**src/rtl/pipeline_stall_controller_pkg.sv**
```systemverilog
// pipeline_stall_controller_pkg: shared state encoding and control-word types for the stall controller
package pipeline_stall_controller_pkg;
    typedef enum logic [1:0] {
        RUN      = 2'd0,
        MEM_WAIT = 2'd1,
        ERROR    = 2'd2
    } state_t;
    typedef struct packed {
        logic freeze_pc;
        logic bubble_id_ex;
        logic flush_if_id;
        logic flush_id_ex;
        logic freeze_all;
        logic mem_timeout;
    } ctrl_t;
    localparam ctrl_t CTRL_NOP = '0;
endpackage

```
**src/rtl/pipeline_stall_controller_sat.sv**
```systemverilog
// sat_counter: W-bit up-counter that saturates at all-ones; i_clr wins over i_inc
// Ports: i_clk, i_rst_n (async low), i_inc, i_clr, o_q
module sat_counter #(
    parameter int W = 16
) (
    input  logic         i_clk,
    input  logic         i_rst_n,
    input  logic         i_inc,
    input  logic         i_clr,
    output logic [W-1:0] o_q
);
    logic [W-1:0] r_q;
    always_ff @(posedge i_clk or negedge i_rst_n)
        if (!i_rst_n)               r_q <= '0;
        else if (i_clr)             r_q <= '0;
        else if (i_inc && !(&r_q))  r_q <= r_q + 1'b1;
    assign o_q = r_q;
endmodule

```
**src/rtl/pipeline_stall_controller.sv**
```systemverilog
// pipeline_stall_controller: prioritised freeze/flush sequencer with SRAM watchdog and perf counters
// Inputs : i_clk, i_rst_n, i_hazard_detected, i_branch_taken, i_mem_req, i_mem_ready, i_err_clr, i_cnt_clr
// Outputs: o_freeze_pc, o_bubble_id_ex, o_flush_if_id, o_flush_id_ex, o_freeze_all, o_mem_timeout,
//          o_hazard_cnt, o_memwait_cnt, o_flush_cnt
module pipeline_stall_controller
    import pipeline_stall_controller_pkg::*;
#(
    parameter int MAX_WAIT = 16,
    parameter int CNT_W    = 16
) (
    input  logic             i_clk,
    input  logic             i_rst_n,
    input  logic             i_hazard_detected,
    input  logic             i_branch_taken,
    input  logic             i_mem_req,
    input  logic             i_mem_ready,
    input  logic             i_err_clr,
    input  logic             i_cnt_clr,
    output logic             o_freeze_pc,
    output logic             o_bubble_id_ex,
    output logic             o_flush_if_id,
    output logic             o_flush_id_ex,
    output logic             o_freeze_all,
    output logic             o_mem_timeout,
    output logic [CNT_W-1:0] o_hazard_cnt,
    output logic [CNT_W-1:0] o_memwait_cnt,
    output logic [CNT_W-1:0] o_flush_cnt
);
    state_t     r_state, w_next_state;
    logic [7:0] r_wait_cnt, w_next_wait;
    ctrl_t      w_ctrl;
    logic       w_mem_stall;

    assign w_mem_stall = i_mem_req & ~i_mem_ready;

    always_ff @(posedge i_clk or negedge i_rst_n)
        if (!i_rst_n) begin
            r_state    <= RUN;
            r_wait_cnt <= '0;
        end else begin
            r_state    <= w_next_state;
            r_wait_cnt <= w_next_wait;
        end

    // r_wait_cnt holds the number of stalled cycles already elapsed, so the
    // RUN cycle that first stalls counts as one and ERROR follows exactly
    // MAX_WAIT stalled cycles.
    always_comb begin
        w_ctrl       = CTRL_NOP;
        w_next_state = r_state;
        w_next_wait  = '0;
        if (r_state == ERROR) begin
            w_ctrl.freeze_all  = 1'b1;
            w_ctrl.mem_timeout = 1'b1;
            w_next_state       = i_err_clr ? RUN : ERROR;
        end else if (r_state == MEM_WAIT && !i_mem_ready) begin
            // mem_req dropping here is illegal; the wait is held regardless
            w_ctrl.freeze_all = 1'b1;
            w_next_wait       = r_wait_cnt + 8'd1;
            w_next_state      = (r_wait_cnt == 8'(MAX_WAIT - 1)) ? ERROR : MEM_WAIT;
        end else if (r_state == RUN && w_mem_stall) begin
            w_ctrl.freeze_all = 1'b1;
            w_next_wait       = 8'd1;
            w_next_state      = MEM_WAIT;
        end else begin
            // branch flush kills the hazarding instruction, so hazard is ignored
            w_next_state        = RUN;
            w_ctrl.flush_if_id  = i_branch_taken;
            w_ctrl.flush_id_ex  = i_branch_taken;
            w_ctrl.freeze_pc    = ~i_branch_taken & i_hazard_detected;
            w_ctrl.bubble_id_ex = ~i_branch_taken & i_hazard_detected;
        end
    end

    assign o_freeze_pc    = w_ctrl.freeze_pc;
    assign o_bubble_id_ex = w_ctrl.bubble_id_ex;
    assign o_flush_if_id  = w_ctrl.flush_if_id;
    assign o_flush_id_ex  = w_ctrl.flush_id_ex;
    assign o_freeze_all   = w_ctrl.freeze_all;
    assign o_mem_timeout  = w_ctrl.mem_timeout;

    sat_counter #(.W(CNT_W)) u_hazard_cnt (
        .i_clk(i_clk), .i_rst_n(i_rst_n), .i_inc(w_ctrl.bubble_id_ex),
        .i_clr(i_cnt_clr), .o_q(o_hazard_cnt)
    );
    sat_counter #(.W(CNT_W)) u_memwait_cnt (
        .i_clk(i_clk), .i_rst_n(i_rst_n), .i_inc(w_ctrl.freeze_all & ~w_ctrl.mem_timeout),
        .i_clr(i_cnt_clr), .o_q(o_memwait_cnt)
    );
    sat_counter #(.W(CNT_W)) u_flush_cnt (
        .i_clk(i_clk), .i_rst_n(i_rst_n), .i_inc(w_ctrl.flush_if_id),
        .i_clr(i_cnt_clr), .o_q(o_flush_cnt)
    );
endmodule

```
**config.mk**
```make
export PLATFORM = sky130hd
export DESIGN_NAME = pipeline_stall_controller
export DESIGN_NICKNAME = d
export VERILOG_FILES = /design/src/rtl/pipeline_stall_controller_pkg.sv /design/src/rtl/pipeline_stall_controller_sat.sv /design/src/rtl/pipeline_stall_controller.sv
export SDC_FILE = /design/constraint.sdc
export NUM_CORES = 1
export LEC_CHECK = 0
export BUFFER_PORTS_ARGS = -buffer_cell sky130_fd_sc_hd__buf_4
export CAP_MARGIN = 20
export CORE_MARGIN = 3
export CORE_UTILIZATION = 40
export CTS_CLUSTER_SIZE = 24
export DETAILED_ROUTE_END_ITERATION = 16
export SETUP_SLACK_MARGIN = 0.5
export SLEW_MARGIN = 30
export SYNTH_ARGS = -nofsm -noshare
export SYNTH_HDL_FRONTEND = slang
export SYNTH_SLANG_ARGS = --single-unit
```
**constraint.sdc**
```tcl
create_clock -name i_clk -period 2.8 [get_ports i_clk]
set_input_delay 0.28 -clock i_clk [delete_from_list [all_inputs] [get_ports i_clk]]
set_output_delay 0.28 -clock i_clk [all_outputs]
set_load 0.005 [all_outputs]
```
Word level (Yosys, flattened, before mapping)

Index checks and enable logic that the tools add are counted.
Widths: inputs -> output; s select.

Flip-flop bits (word level): 58
Logic and storage cells: 55

Add/subtract/negate cells: 4
Eq/ne operators: 3
Mux-type cells: 21
Bitwise operators: 6
Reductions and logical operators: 16

Operators by type and width:

| kind                  | number |
|---|---|
| $mux 16               | 6 |
| $add 16x1->16 const B | 3 |
| $reduce_and 16->1     | 3 |
| $mux 8                | 2 |
| $mux 4                | 3 |
| $add 8x1->8 const B   | 1 |
| $eq 8x4->1 const B    | 1 |
| $mux 2                | 4 |
| $mux 1                | 6 |
| $reduce_bool 2->1     | 3 |
| $logic_and 1x1->1     | 5 |
| $logic_not 1->1       | 4 |
| $and 1x1->1           | 3 |
| $not 1->1             | 3 |
| $eq 2x1->1 const B    | 1 |
| $eq 2x2->1 const B    | 1 |
| $logic_not 2->1       | 1 |

Logic depth before layout (Yosys ltp)

Gate-level depths: netlist of the first run.

Depth after elaboration: 10
Mapped depth: 7
Mapped depth without buffers: 5

By module

From an unflattened synthesis of the first run, not the netlist that was laid out.

Cell total of the unflattened synthesis: 338
Area, all modules: 3,270.6 µm²

Modules (own cells, without submodules):

| module                    | times used | cells each | area an instance (µm²) |
|---|---|---|---|
| sat_counter               | 3          | 95         | 919.6 |
| pipeline_stall_controller | 1          | 53         | 511.7 |

Least setup slack after synthesis of the first run

OpenSTA, ideal clock, no wires.

Kind: register to register
Start point: reg u_flush_cnt.r_q[0] (netlist: u_flush_cnt.o_q[0])
End point: reg u_flush_cnt.r_q[13] (netlist: u_flush_cnt.o_q[13])
Arrival: 1.864 ns
Setup slack: 0.808 ns
Stages on the path, launching flop included: 8
Path buffers: 2
Period minus slack after synthesis: 1.992 ns
Path through: dfrtp_1 > ha_1 > and4_1 > and4_1 > buf_2 > buf_2 > nor4_1 > mux2_1

Word-level cells in the longest chain between the ends: 4
Elaborated cells on any way between the ends: 7
Classes of those cells: 1 x add/sub; 2 x mux; 4 x reduce/logical

Ends and longest elaborated chain:

| element                                                               | RTL line                            | RTL |
|---|---|---|
| start, declared                                                       | pipeline_stall_controller_sat.sv:12 | `logic [W-1:0] r_q;` |
| start signal, assigned                                                | pipeline_stall_controller_sat.sv:16 | `else if (i_inc && !(&r_q)) r_q <= r_q + 1'b1;` |
| parallel branches: the longest is 4 deep, another holds $add 16x1->16 | --                                  |  |

Parallel ways; which one is timed is not known. The select of a mux whose other input is x is not followed.
A chain may end at the register's enable or synchronous reset.

Final worst setup path of the first run

Start point: reg u_flush_cnt.r_q[0] (netlist: u_flush_cnt.o_q[0])
End point: reg u_flush_cnt.r_q[11] (netlist: u_flush_cnt.o_q[11])

The elaborated chain is that of the path after synthesis.

==> results of run 1 <==
-- synth_stat cells, drive strengths merged (2+ instances only) --
| cell | count |
|---|---|
| a211oi | 2 |
| a21oi | 31 |
| a31oi | 3 |
| and2 | 2 |
| and3 | 8 |
| and4 | 6 |
| buf | 12 |
| clkbuf | 8 |
| dfrtp | 58 |
| ha | 4 |
| inv | 11 |
| mux2 | 14 |
| nand2 | 20 |
| nand3 | 16 |
| nand3b | 2 |
| nand4 | 14 |
| nor2 | 32 |
| nor2b | 14 |
| nor3 | 9 |
| nor4 | 14 |
| nor4b | 3 |
| o2111ai | 2 |
| o211ai | 2 |
| o21ai | 9 |
| o31ai | 17 |
| o41ai | 3 |
| or2 | 2 |
| or3 | 8 |
| or4 | 19 |
| xnor2 | 3 |
| xor2 | 2 |
-- placed cells by master (no fill, tap or decap), types with 6 or more instances in the layout --
master    count
buf_4        66
dfrtp_1      58
nor2_1       31
a21oi_1      31
nand2_1      19
or4_1        19
o31ai_1      17
nor2b_1      14
nand4_1      14
nand3_1      13
mux2_1       12
inv_1        11
nor4_1       11
clkbuf_8     10
nor3_1        9
and3_1        8
o21ai_0       8
or3_1         8
and4_1        6
-- worst max-delay path, stage by stage, from the launching register on --
cell	delay [ns]
dfrtp_1	0.42
ha_1	0.24
and4_1	0.21
and4_1	0.39
nor4_1	0.38
mux2_1	0.36
-- per-layer routing --
metal	routed length, um	part of all wire [%]
met1	4055	47
met2	3927	46
met3	464	5.4
met4	108	1.3
met5	0	0
-- report_power, final --
| group | switching (mW) | internal [mW] |
|---|---|---|
| clock network | 0.366 | 0.527 |
| logic | 0.0744 | 0.0376 |
| registers | 0.00997 | 0.845 |
-- registers in the layout, summed over array words and instances, names as in the netlist --
register,cells
r_state,2
r_wait_cnt,8
u_flush_cnt.o_q,16
u_hazard_cnt.o_q,16
u_memwait_cnt.o_q,16
-- through the flow --
step | power (mW) | area, sq um
global placement | 0.9750 | 3862
global route | 1.930 | 4134
CTS | 1.873 | 4098
floorplan | 0.9300 | 3385
detailed placement | 0.9769 | 3862
finish | 1.859 | 4134
-- layout make-up --
cell class	instances	area share, %
clock buffer	10	3.329
clock inverter	6	2.179
inverter	11	0.9988
multi-input combinational	272	43.31
sequential	58	35.11
tap	102	3.087
timing repair buffer	66	11.99
-- path summary, 6_finish.rpt --
| path | slack, ns | cells past startpoint | to |
|---|---|---|---|
| max in group asynchronous | 2.30 | 1 | u_memwait_cnt.o_q[13] |
| hold / removal | 0.005 | 1 | u_hazard_cnt.o_q[14] |
| setup / recovery | 0.69 | 5 | u_flush_cnt.o_q[11] |
| min in group i_clk | 0.12 | 2 | r_state[1] |
| hold reg to reg | 0.50 | 1 | r_wait_cnt[0] |
| setup reg to reg | 0.69 | 5 | u_flush_cnt.o_q[11] |
-- cells by family after synthesis --
logic type / count (synthesis) / share of synthesized area [%]
fa+ha+maj: 4 / 1.479
buf+inv: 32 / 4.843
flops: 58 / 42.88
simple gates: 173 / 30.31
compound gates: 75 / 14.53
mux: 14 / 4.658
xor+xnor: 5 / 1.294
-- what timing repair did --
action                                  CTS  global route
gates cloned                              0             1
buffers inserted                          1             2
resized for setup                         0             0
endpoints found under the setup margin    2             2
pin swaps                                 1             1
==> impl_metrics.csv, run 1 <==
group,metric,value,unit
clock_tree,clk_path_buf_depth,2,
logic_synthesis,async_flop_share,100.0,%
global_route,grt_pass1_wl,14310,um
sta,post-route-period-util,75.32,%
floorplan,core,7968,sq um
logic_synthesis,yosysWarnings,0,
sta,layout_setup_ws,0.6911,ns
pwr,leakage,1.757,nW
clock_tree,clkLatencyLatePin,0.34,ns
place,hpwl,5516,um
clock_tree,h-tree-depth,3,
global_route,grt_use_total,17.69,%
clock_tree,root_buffer,"clkbuf_8",
detailed_routing,drc,0,
clock_tree,cts_made_buffers,9,
logic_synthesis,ys.flop_type,"dfrtp_1",
place,dp.cells,505,
final_layout,fillCellCount,759,
critical_path,critPathRequiredTime,3.03,ns
sta,fmax,0.4742,GHz
logic_synthesis,synthesis.nets,373,
final_layout,area_growth,22.14,%
floorplan,start_util,42.48,%
logic_synthesis,syn-mean-instance-area,9.375,sq um
logic_synthesis,syn_area,3384,sq um
sta,min_period,2.109,ns
sta,finalSetupViolations,0,
pwr,vdd_drop_max,383.5,uV
logic_synthesis,synth_seq_area_share,42.88,%
place,gp_congestion,0.7990,
floorplan,num_rows,32,
global_route,grt_busiest_layer,"met2",
critical_path,regToRegStartpoint,"u_flush_cnt.o_q[0]",
min_path,hold_path_class,"input port to asynchronous set/reset pin",
global_route,grtUsageMet3,4.929,%
detailed_routing,antenna_left,0,
logic_synthesis,syn_inst,361,
logic_synthesis,synth_top_area_share,42.88,%
final_layout,instances_no_fill,525,
critical_path,crit_path_end_kind,"flip-flop",
outcome,status,"complete, no violations",
sta,fin_worst_skew,0.01081,ns
critical_path,worstPathArrival,2.34,ns
global_route,use_met1,24.23,%
critical_path,startpoint,"u_flush_cnt.o_q[0]",
final_layout,diodes,0,
final_layout,seqCellArea,1451,sq um
final_layout,nNetsFinal,430,
floorplan,ios,62,
pwr,powerDensity,449.8,nW/um^2
detailed_routing,vias,3072,
sta,rsz0062_at_grt,"no",
global_route,grt_overflow_total,0,
critical_path,crit_path_start_kind,"flip-flop",
sta,tns,0,ns
floorplan,die_y,97.99,um
detailed_routing,drt_first_pass_iters,4,
final_layout,fin_util,51.88,%
detailed_routing,viasPerCell,5.851,
critical_path,worstPathMaxFanout,17,
sta,whs,0.005418,ns
flow_run,drv_cap,0,
sta,relSlewSlack,49.84,%
logic_synthesis,synth.area.top_cells,"dfrtp_1, a21oi_1, or4_1",
critical_path,path_class,"flip-flop to flip-flop",
clock_tree,clk_pin_slew,0.08,ns
detailed_routing,drt_wl_total,8556,um
floorplan,die_x,97.99,um
sta,worst_pin_slew,0.7524,ns
floorplan,die_area,9601,sq um
logic_synthesis,yosysTopAreaCell,"dfrtp_1",
detailed_routing,drtIter0Drc,171,
global_route,grt_pass1_vias,2917,
clock_tree,cts_hold_buf,0,
logic_synthesis,synth_edf_count,0,
place,place_ws,0.6703,ns
final_layout,multi_input_area,1790,sq um
detailed_routing,post_drt_wl_per_cell,16.30,um
sta,hold_viol,0,
global_route,grt_util_met2,27.75,%
clock_tree,tritoncts,"built",
global_route,antenna_found_initial,0,
logic_synthesis,ys_ff_latch,58,
clock_tree,cts.sinks,58,
logic_synthesis,synth.distinct_cells,54,
final_layout,drive_above_1_share,22.93,%
global_route,grt_max_degree,63,
place,portBuffers,61,
sta,drv_slew,0,
Power figures use the tool's default switching activity.
==> run 2, diff against run 1 <==
==> constraint.sdc (replaced) <==
create_clock -name i_clk -period 2 [get_ports i_clk]
set_input_delay 0.2 -clock i_clk [delete_from_list [all_inputs] [get_ports i_clk]]
set_output_delay 0.2 -clock i_clk [all_outputs]
set_load 0.005 [all_outputs]
==> run 2 against run 1 <==
Against the previous run:
- non-clock buffer count up 84
- critical endpoint is now o_flush_if_id
- cell count grew 16%
- sequential power increased by 40%
- worst setup slack worse by 0.57 ns
- count of clock-buffer cells in the layout unchanged
- register-to-register slack worse by 0.57 ns
- design area rose by 34%
- die area stayed put
- flip-flop and latch count unchanged
- sequential share of layout area is 8.6 points lower
==> impl_metrics.csv, run 2 (same netlist as run 1, synthesis figures left out) <==
group,metric,value,unit
flow_run,drv_cap,0,
detailed_routing,viasPerCell,5.936,
global_route,grt_pass1_wl,16370,um
detailed_routing,vias,3627,
final_layout,multi_input_area,2361,sq um
place,place_ws,0.09640,ns
pwr,powerDensity,499.6,nW/um^2
critical_path,startpoint,"r_state[1]",
sta,drv_slew,0,
sta,relSlewSlack,49.27,%
critical_path,path_cells,"or2_4, o211ai_4, inv_2, buf_6",
clock_tree,cts.sinks,58,
critical_path,cp_slowest_cell,"dfrtp_1",
outcome,status,"complete, no violations",
critical_path,path_class,"flip-flop to primary output",
detailed_routing,post_drt_wl_per_cell,19.05,um
detailed_routing,antenna_left,0,
sta,worst_pin_slew,0.7609,ns
clock_tree,root_buffer,"clkbuf_8",
critical_path,worstPathMaxFanout,5,
place,gp_congestion,0.7596,
floorplan,die_x,97.99,um
final_layout,final_common_cell,"buf_4",
global_route,grt_max_degree,59,
place,hpwl,5968,um
detailed_routing,drc,0,
sta,rsz0062_at_grt,"yes",
floorplan,die_y,97.99,um
final_layout,nNetsFinal,516,
clock_tree,clkLatencyLatePin,0.35,ns
detailed_routing,drtIter0Drc,221,
global_route,grt_use_total,20.78,%
clock_tree,cts_made_buffers,9,
global_route,antenna_found_initial,0,
final_layout,seqCellArea,1466,sq um
sta,hold_viol,0,
clock_tree,clk_path_buf_depth,2,
final_layout,final_cell_mix,"buf_4, dfrtp_1, buf_6, nor2_1",
final_layout,diodes,0,
floorplan,start_util,42.48,%
clock_tree,h-tree-depth,3,
floorplan,num_rows,32,
clock_tree,tritoncts,"built",
critical_path,slowest_delay,0.42,ns
min_path,hold_path_class,"input port to flip-flop",
pwr,leakage,2.269,nW
sta,post-route-period-util,94.12,%
floorplan,ios,62,
clock_tree,clk_pin_slew,0.07,ns
critical_path,critPathRequiredTime,1.80,ns
sta,layout_setup_ws,0.1177,ns
detailed_routing,drt_first_pass_iters,4,
critical_path,crit_path_start_kind,"flip-flop",
final_layout,area_growth,63.73,%
critical_path,regToRegStartpoint,"u_flush_cnt.o_q[1]",
min_path,hold_start,"i_err_clr",
final_layout,fillCellCount,562,
sta,fin_worst_skew,0.006918,ns
critical_path,worstPathArrival,1.68,ns
sta,min_period,1.882,ns
sta,fmax,0.5313,GHz
critical_path,crit_path_end_kind,"primary output",
place,portBuffers,61,
sta,tns,0,ns
floorplan,die_area,9601,sq um
detailed_routing,drt_wl_total,11640,um
sta,whs,0.04255,ns
global_route,grt_overflow_total,0,
pwr,vdd_drop_max,328.6,uV
sta,finalSetupViolations,0,
floorplan,core,7968,sq um
final_layout,drive_above_1_share,54.42,%
global_route,grt_pass1_vias,3292,
run 2: cell type report:
type                    count  share of cell area (%)
clock inverters             6                   1.626
flip-flops and latches     58                   26.46
inverters                  11                  0.7902
well taps                 102                   2.303
clock buffers              10                   2.484
repair buffers            150                   23.73
multi-input cells         274                   42.61
run 2: critical path, delay by kind of cell (launching register included):
kind,cells,cell delay [ns]
buffers and inverters,2,0.27
and+or+nand+nor,1,0.30
AOI/OAI and AO/OA,1,0.34
DFF,1,0.42
run 2: metal layers:
metal,GRT usage [%],vias up,wire length [um]
li1,-,1659,-
met1,26.27,1825,4568
met2,33.98,120,6166
met3,7.000,23,681
met4,5.857,0,221
met5,0,-,0
run 2: final timing paths:
path                                   endpoint  slack, ns  cells past startpoint
max                               o_flush_if_id       0.12                      4
min                                  r_state[1]       0.04                      2
max reg2reg                 u_flush_cnt.o_q[12]       0.12                      5
min reg2reg                       r_wait_cnt[0]       0.50                      1
max in group asynchronous  u_memwait_cnt.o_q[4]       0.99                      2
min in group asynchronous    u_flush_cnt.o_q[9]       0.45                      2
run 2: repair_timing:
item	4_1_cts	5_1_grt
cloned	3	5
hold buffers	1	0
resized for setup	41	97
pin swaps	16	56
buffers inserted	37	33
endpoints found under the setup margin	53	54
endpoints found under the hold margin	58	0
run 2: power breakdown:
| group | leakage (nW) | switching [mW] | total (mW) | internal (mW) |
|---|---|---|---|---|
| Combinational | 1.38 | 0.165 | 0.307 | 0.141 |
| Clock | 0.101 | 0.531 | 1.27 | 0.735 |
| Sequential | 0.786 | 0.0122 | 1.20 | 1.18 |
| Total | 2.27 | 0.709 | 2.77 | 2.06 |
run 2: through the flow:
stage          power, mW  cell area (sq um)  instances  util, %
2_1_floorplan      1.313               3572        361        -
3_3_place_gp       1.377               4071        516    51.10
3_5_place_dp       1.381               4071        516    51.10
4_1_cts            2.682               4786        573    60.07
5_1_grt            2.859               5542        611    69.55
6_report           2.769               5542        611    69.55
